[src/rtl/boa_peri_timer_if.sv]
// Peripheral sub-bus: single-cycle register access with combinational ready/rdata.
// The MEM side is the peripheral; CPU is the requester.
interface boa_mem_bus #(
  parameter int alen = 12
) ();
  logic            re;
  logic [3:0]      we;
  logic [alen-1:0] addr;
  logic [31:0]     wdata;
  logic [31:0]     rdata;
  logic            ready;

  modport MEM (input re, we, addr, wdata, output rdata, ready);
  modport CPU (output re, we, addr, wdata, input rdata, ready);
endinterface

[src/rtl/boa_peri_timer.sv]
// Multi-channel down-counting timer with a shared prescaler, periodic/one-shot
// modes, sticky pending flags and registered maskable interrupts.
module boa_peri_timer #(
  parameter int addr      = 'h300,
  parameter int channels  = 4,
  parameter int width     = 32,
  parameter int pre_width = 16
) (
  input  logic                clk,
  input  logic                rst,
  boa_mem_bus.MEM             bus,
  output logic [channels-1:0] irq
);

  localparam logic [3:0]           BASE_HI  = 4'(addr >> 8);
  localparam logic [5:0]           IDX_PRE  = 6'h3C;
  localparam logic [5:0]           IDX_PEND = 6'h3D;
  localparam logic [pre_width-1:0] PRE_ONE  = pre_width'(1);
  localparam logic [width-1:0]     CNT_ONE  = width'(1);

  function automatic logic [31:0] merge(input logic [31:0] old_v,
                                        input logic [31:0] new_v,
                                        input logic [31:0] mask);
    return (old_v & ~mask) | (new_v & mask);
  endfunction

  // ---------------- bus decode ----------------
  logic        hit;
  logic        acc;
  logic        wr;
  logic [5:0]  off;
  logic        is_ch;
  logic [2:0]  sel_ch;
  logic [1:0]  sel_reg;
  logic [31:0] byte_mask;
  logic [31:0] rd_val;
  logic        unused_bits;

  assign off       = bus.addr[7:2];
  assign hit       = (bus.addr[11:8] == BASE_HI);
  assign acc       = hit & (bus.re | (|bus.we));
  assign wr        = hit & (|bus.we);
  assign is_ch     = ~off[5];
  assign sel_ch    = off[4:2];
  assign sel_reg   = off[1:0];
  assign byte_mask = {{8{bus.we[3]}}, {8{bus.we[2]}}, {8{bus.we[1]}}, {8{bus.we[0]}}};
  assign unused_bits = ^bus.addr[1:0];

  // ---------------- prescaler ----------------
  logic [pre_width-1:0] prescale_q, prescale_d;
  logic [pre_width-1:0] pre_cnt_q, pre_cnt_d;
  logic                 prescale_wr;
  logic                 tick;
  logic [31:0]          prescale_m;

  assign prescale_wr = wr & (off == IDX_PRE);
  assign prescale_m  = merge(32'(prescale_q), bus.wdata, byte_mask);

  // A PRESCALE write restarts the count and suppresses the tick of that cycle.
  always_comb begin
    prescale_d = prescale_q;
    pre_cnt_d  = pre_cnt_q + PRE_ONE;
    tick       = 1'b0;
    if (prescale_wr) begin
      prescale_d = prescale_m[pre_width-1:0];
      pre_cnt_d  = '0;
    end else if (pre_cnt_q == prescale_q) begin
      tick      = 1'b1;
      pre_cnt_d = '0;
    end
  end

  always_ff @(posedge clk or negedge rst) begin
    if (!rst) begin
      prescale_q <= '0;
      pre_cnt_q  <= '0;
    end else begin
      prescale_q <= prescale_d;
      pre_cnt_q  <= pre_cnt_d;
    end
  end

  // ---------------- channels ----------------
  logic [31:0]         rd_ctrl [channels];
  logic [31:0]         rd_cnt  [channels];
  logic [31:0]         rd_rld  [channels];
  logic [channels-1:0] pend_vec;

  for (genvar gi = 0; gi < channels; gi++) begin : g_ch
    logic             en_q, en_d;
    logic             os_q, os_d;
    logic             ie_q, ie_d;
    logic             pend_q, pend_d;
    logic             irq_q, irq_d;
    logic [width-1:0] cnt_q, cnt_d;
    logic [width-1:0] rld_q, rld_d;
    logic             sel;
    logic             ctrl_wr, cnt_wr, rld_wr, stat_wr;
    logic             expire;
    logic [31:0]      ctrl_m, cnt_m, rld_m;

    assign sel     = wr & is_ch & (sel_ch == 3'(gi));
    assign ctrl_wr = sel & (sel_reg == 2'd0);
    assign cnt_wr  = sel & (sel_reg == 2'd1);
    assign rld_wr  = sel & (sel_reg == 2'd2);
    assign stat_wr = sel & (sel_reg == 2'd3);

    // A COUNT write in a tick cycle overrides both decrement and expiry;
    // a new expiry beats a simultaneous W1C.
    always_comb begin
      ctrl_m = merge({29'b0, ie_q, os_q, en_q}, bus.wdata, byte_mask);
      cnt_m  = merge(32'(cnt_q), bus.wdata, byte_mask);
      rld_m  = merge(32'(rld_q), bus.wdata, byte_mask);
      en_d   = en_q;
      os_d   = os_q;
      ie_d   = ie_q;
      cnt_d  = cnt_q;
      rld_d  = rld_q;
      expire = 1'b0;
      if (tick && en_q && !cnt_wr) begin
        if (cnt_q != '0) begin
          cnt_d = cnt_q - CNT_ONE;
        end else begin
          expire = 1'b1;
          if (os_q) en_d  = 1'b0;
          else      cnt_d = rld_q;
        end
      end
      if (ctrl_wr) begin
        en_d = ctrl_m[0];
        os_d = ctrl_m[1];
        ie_d = ctrl_m[2];
      end
      if (cnt_wr) cnt_d = cnt_m[width-1:0];
      if (rld_wr) rld_d = rld_m[width-1:0];
      pend_d = (pend_q & ~(stat_wr & bus.we[0] & bus.wdata[0])) | expire;
      irq_d  = pend_q & ie_q;
    end

    always_ff @(posedge clk or negedge rst) begin
      if (!rst) begin
        en_q   <= 1'b0;
        os_q   <= 1'b0;
        ie_q   <= 1'b0;
        pend_q <= 1'b0;
        irq_q  <= 1'b0;
        cnt_q  <= '0;
        rld_q  <= '0;
      end else begin
        en_q   <= en_d;
        os_q   <= os_d;
        ie_q   <= ie_d;
        pend_q <= pend_d;
        irq_q  <= irq_d;
        cnt_q  <= cnt_d;
        rld_q  <= rld_d;
      end
    end

    assign irq[gi]      = irq_q;
    assign pend_vec[gi] = pend_q;
    assign rd_ctrl[gi]  = {29'b0, ie_q, os_q, en_q};
    assign rd_cnt[gi]   = 32'(cnt_q);
    assign rd_rld[gi]   = 32'(rld_q);
  end

  // ---------------- read mux ----------------
  always_comb begin
    rd_val = '0;
    if (is_ch) begin
      for (int i = 0; i < channels; i++) begin
        if (sel_ch == 3'(i)) begin
          case (sel_reg)
            2'd0:    rd_val = rd_ctrl[i];
            2'd1:    rd_val = rd_cnt[i];
            2'd2:    rd_val = rd_rld[i];
            default: rd_val = {31'b0, pend_vec[i]};
          endcase
        end
      end
    end else if (off == IDX_PRE) begin
      rd_val = 32'(prescale_q);
    end else if (off == IDX_PEND) begin
      rd_val = 32'(pend_vec);
    end
  end

  // Zero on no access so the overlay can OR-combine peripherals.
  assign bus.ready = acc;
  assign bus.rdata = acc ? rd_val : 32'h0;

endmodule

[src/flat_wrapper.sv]
// flat-port wrapper written by rule: the top's interface ports become plain ports
module boa_peri_timer_flat 
#(
  parameter int addr      = 'h300,
  parameter int channels  = 4,
  parameter int width     = 32,
  parameter int pre_width = 16
)
  (clk, rst, irq, bus_re, bus_we, bus_addr, bus_wdata, bus_rdata, bus_ready);
  boa_mem_bus #(.alen(12)) bus_i ();
  input  logic clk;
  input  logic rst;
  output logic [channels-1:0] irq;
  input wire logic [$bits(bus_i.re)-1:0] bus_re;
  input wire logic [$bits(bus_i.we)-1:0] bus_we;
  input wire logic [$bits(bus_i.addr)-1:0] bus_addr;
  input wire logic [$bits(bus_i.wdata)-1:0] bus_wdata;
  output wire logic [$bits(bus_i.rdata)-1:0] bus_rdata;
  output wire logic [$bits(bus_i.ready)-1:0] bus_ready;
  assign bus_i.re = bus_re;
  assign bus_i.we = bus_we;
  assign bus_i.addr = bus_addr;
  assign bus_i.wdata = bus_wdata;
  assign bus_rdata = bus_i.rdata;
  assign bus_ready = bus_i.ready;
  boa_peri_timer #(.addr(addr), .channels(channels), .width(width), .pre_width(pre_width)) u_core (.clk(clk), .rst(rst), .bus(bus_i), .irq(irq));
endmodule
[config.mk]
export PLATFORM = sky130hd
export DESIGN_NAME = boa_peri_timer_flat
export DESIGN_NICKNAME = d
export VERILOG_FILES = /design/src/rtl/boa_peri_timer_if.sv /design/src/rtl/boa_peri_timer.sv /design/src/flat_wrapper.sv
export SDC_FILE = /design/constraint.sdc
export NUM_CORES = 1
export LEC_CHECK = 0
export ABC_CLOCK_PERIOD_IN_PS = 2800
export CAP_MARGIN = 20
export CORE_ASPECT_RATIO = 0.8
export CORE_UTILIZATION = 57
export CTS_BUF_LIST = sky130_fd_sc_hd__clkbuf_4 sky130_fd_sc_hd__clkbuf_8
export CTS_CLUSTER_SIZE = 12
export DETAILED_ROUTE_END_ITERATION = 7
export GPL_TIMING_DRIVEN = 0
export MAX_ROUTING_LAYER = met4
export PLACE_DENSITY_LB_ADDON = 0.2
export REMOVE_ABC_BUFFERS = 1
export SYNTH_ARGS = -nofsm -noshare
export SYNTH_HDL_FRONTEND = slang
export SYNTH_SLANG_ARGS = --single-unit
[constraint.sdc]
create_clock -name clk -period 2.8 [get_ports clk]
set_input_delay 0.56 -clock clk [delete_from_list [all_inputs] [get_ports clk]]
set_output_delay 0.56 -clock clk [all_outputs]
set_load 0.01 [all_outputs]
==> impl_results.md <==
- Met3 usage: 13.3%
- Critical Path RT: 3.35 ns
- Maximum vdd drop: 0.392 mV
- Asr flop ratio synth: 100%
- Synth Register Bits: 308
- Failing checks: DRC, hold timing, setup timing
- H-tree Lvls: 2
- Vias per cell: 7.23
- Post-layout util: 74.9%
- Setup CP Type: reg -> reg
- Hold Buf Count CTS: 0
- Initial core utilization: 57.8%
- Post-place setup slack: -2.30 ns
- Min Tclk post-route: 2.99 ns
- Core box area: 33600 um2
- Dpl hpwl: 52100 um
- PwrDens: 588 nW/um2
- Synth Flop Type: dfrtp_1
- CTS Buffer Depth: 3
- Vias: 20800
- RSZ-0062 raised after global routing: yes
- Outcome: complete, but fails checks
- GRT Overall Usage: 46.5%
- Largest net degree at the start of global routing: 109
- Overall Power: 14.8 mW
- Clk Latency, worst-skew pair: 0.63 ns
- Slowest CP cell: or4_4
- Clock skew: 0.0189 ns
- Mean Syn Cell Area: 8.79 um2
- CP arrival: 3.54 ns
- Reg2reg setup slack: -0.19 ns
- Routed wire length per instance: 28.8 um
- DR DRC count: 1
- CTS tree: built
- Final Setup Violations: 58
- Initial antenna violation count: 2
- Share of cells above drive strength 1: 33.8%
- Layout area overhead: 29.6%
- Max cap viols: 0
- Fin area: 25100 um2
- Grt total ovfl: 0
- Synth Cell Area: 19400 um2
- Critical Path Max Stage Delay: 0.62 ns
- CP top delay family: simple AND/OR/NAND/NOR gates
- FF-to-FF path depth: 9
- F_max: 335 MHz
- Critical path startpoint category: register
- Final Hold Fails: 20
- Die area: 34800 um2
- Placed cell area: 20700 um2
- Clock sinks: 308
- Yosys warning count: 0
- Starting DRT DRC Count: 3734
- # rows: 60
- Clk slew on worst S/H paths: 0.07 ns
- Most used routing layer: met2
- Detail Route Antenna Nets: 0
- Post-synthesis cell count: 2208
- CP Capture Type: register
- P_leak: 11.1 nW
- Critical-path cell list: or4_4 -> or4_4 -> nor4_4 -> nor4_4 -> buf_6 -> buf_8 -> nor2_4 -> a22oi_1 -> nand2_1
- Worst-path maximum fanout: 8
- Port Buffers: 85
- Yosys cell types: 86
- Hold WS: -0.0321 ns
- Grt met2 use: 64.7%
- Slew HR: 42.3%
- Final RePlAce weighted congestion: 1.00
- Setup slack after layout: -0.187 ns
- Slew @ Worst Pin: 0.863 ns
- Final #Nets: 2467
- Chip height: 167 um
- EDFF count, synth: 0
- Worst path bufs/invs: 2
- Die Wd: 208 um
- Top-Level Pins: 88
- Critical path depth in cells: 9
- Vias in the first global route: 18800
- HP Class: in -> async
- Register area share after synthesis: 39.7%
- First drt pass iteration count: 8
- Fin. max-slew vios: 0
- First-pass GRT wire length: 119000 um
- Met1 Usage GRT: 63.3%
- Clock root buffer: clkbuf_8
- CTS buffer count: 52
- Post-route clock period utilization: 107%
- WL final: 82900 um
## placed cells by master, fill, tap and decap left out, types with 37 or more instances in the layout
| master | synthesis | layout |
|---|---|---|
| mux2_2 | 146 | 146 |
| buf_4 | 5 | 143 |
| clkbuf_8 | 0 | 63 |
| a22oi_1 | 129 | 75 |
| xnor2_1 | 54 | 54 |
| nand2_1 | 249 | 242 |
| nand3_1 | 64 | 59 |
| clkdlybuf4s50_1 | 0 | 37 |
| o21ai_0 | 116 | 111 |
| o22ai_1 | 60 | 43 |
| nor3_1 | 94 | 60 |
| dfrtp_1 | 308 | 273 |
| a21oi_1 | 128 | 114 |
| a22oi_2 | 0 | 54 |
| nor2_1 | 205 | 177 |
| xor2_1 | 40 | 40 |
## kinds of logic (layout without fill, tap and decap cells)
kind of cell	count (synthesis)	in the layout	share of synthesized area, %
AO/OA/AOI/OAI	603	603	20.7
adder cells (fa/ha/maj)	9	9	0.581
other	0	2	0
XOR/XNOR	94	94	4.24
buffers and inverters	192	419	4.11
AND/OR/NAND/NOR	834	840	20.8
flip-flops	308	308	39.7
multiplexers	168	168	9.87
## synth_stat cells, drive strengths merged (10+ instances only)
master | number | share of area [%]
nor3 | 97 | 2.6
mux2 | 146 | 8.5
and3 | 24 | 0.77
a22oi | 129 | 5.0
or4 | 28 | 1.1
inv | 28 | 0.54
dfrtp | 308 | 40
a221oi | 18 | 0.81
nor4 | 45 | 1.6
nor2 | 205 | 4.0
o22ai | 60 | 1.9
o211ai | 31 | 1.4
a21oi | 129 | 3.3
nand3 | 64 | 1.7
or3 | 32 | 1.1
xor2 | 40 | 1.8
and2 | 10 | 0.32
a211oi | 23 | 0.89
nand2b | 11 | 0.35
o31ai | 11 | 0.45
nand2 | 249 | 4.8
buf | 39 | 1.1
clkbuf | 124 | 2.4
nand4 | 17 | 0.55
a31oi | 10 | 0.32
xnor2 | 54 | 2.4
or2 | 17 | 0.55
mux2i | 18 | 0.93
o21ai | 120 | 3.1
## stage by stage
step	setup TNS (ns)	hold WS (ns)	instances
floorplan	-262.97	0.264	2045
global placement	-5068.52	0.485	2564
detailed placement	-458.24	0.492	2596
CTS	-1.25	0.00565	2791
global route	-7.00	0.0505	2876
finish	-4.15	-0.0321	2877
## routing by layer
metal	share of wire, %	up-vias
met5	0	-
met4	5.4	0
met3	16	366
met2	41	1846
met1	37	9984
li1	-	8600
## final cells by class
cell class	instances	area, um2
multi-input combinational	1714	12400
fill	2361	8420
sequential	308	7750
timing repair buffer	302	3210
clock buffer	83	1020
tap	434	543
inverter	29	111
clock inverter	5	50.0
antenna	2	5.00
## where the power goes
group          switching [mW]  internal (mW)
sequential              0.538           4.76
clock                    1.96           2.37
combinational            3.03           2.11
total                    5.53           9.24
## worst min path at each step
stage                         from                    endpoint  slack (ns)  depth (start not counted)
after floorplan                rst  asynchronous set/reset pin        0.26                          0
after global placement    register                    register        0.48                          1
after detailed placement  register                    register        0.49                          1
after CTS                      rst  asynchronous set/reset pin       0.006                          1
after global routing           rst  asynchronous set/reset pin        0.05                          1
final                          rst  asynchronous set/reset pin       -0.03                          1
## repair_timing
item	4_1_cts	5_1_grt
cloned	13	5
pin swaps	67	92
buffers inserted	94	81
resized for setup	391	199
endpoints found under the setup margin	328	135
(Power assumes the default switching activity.)
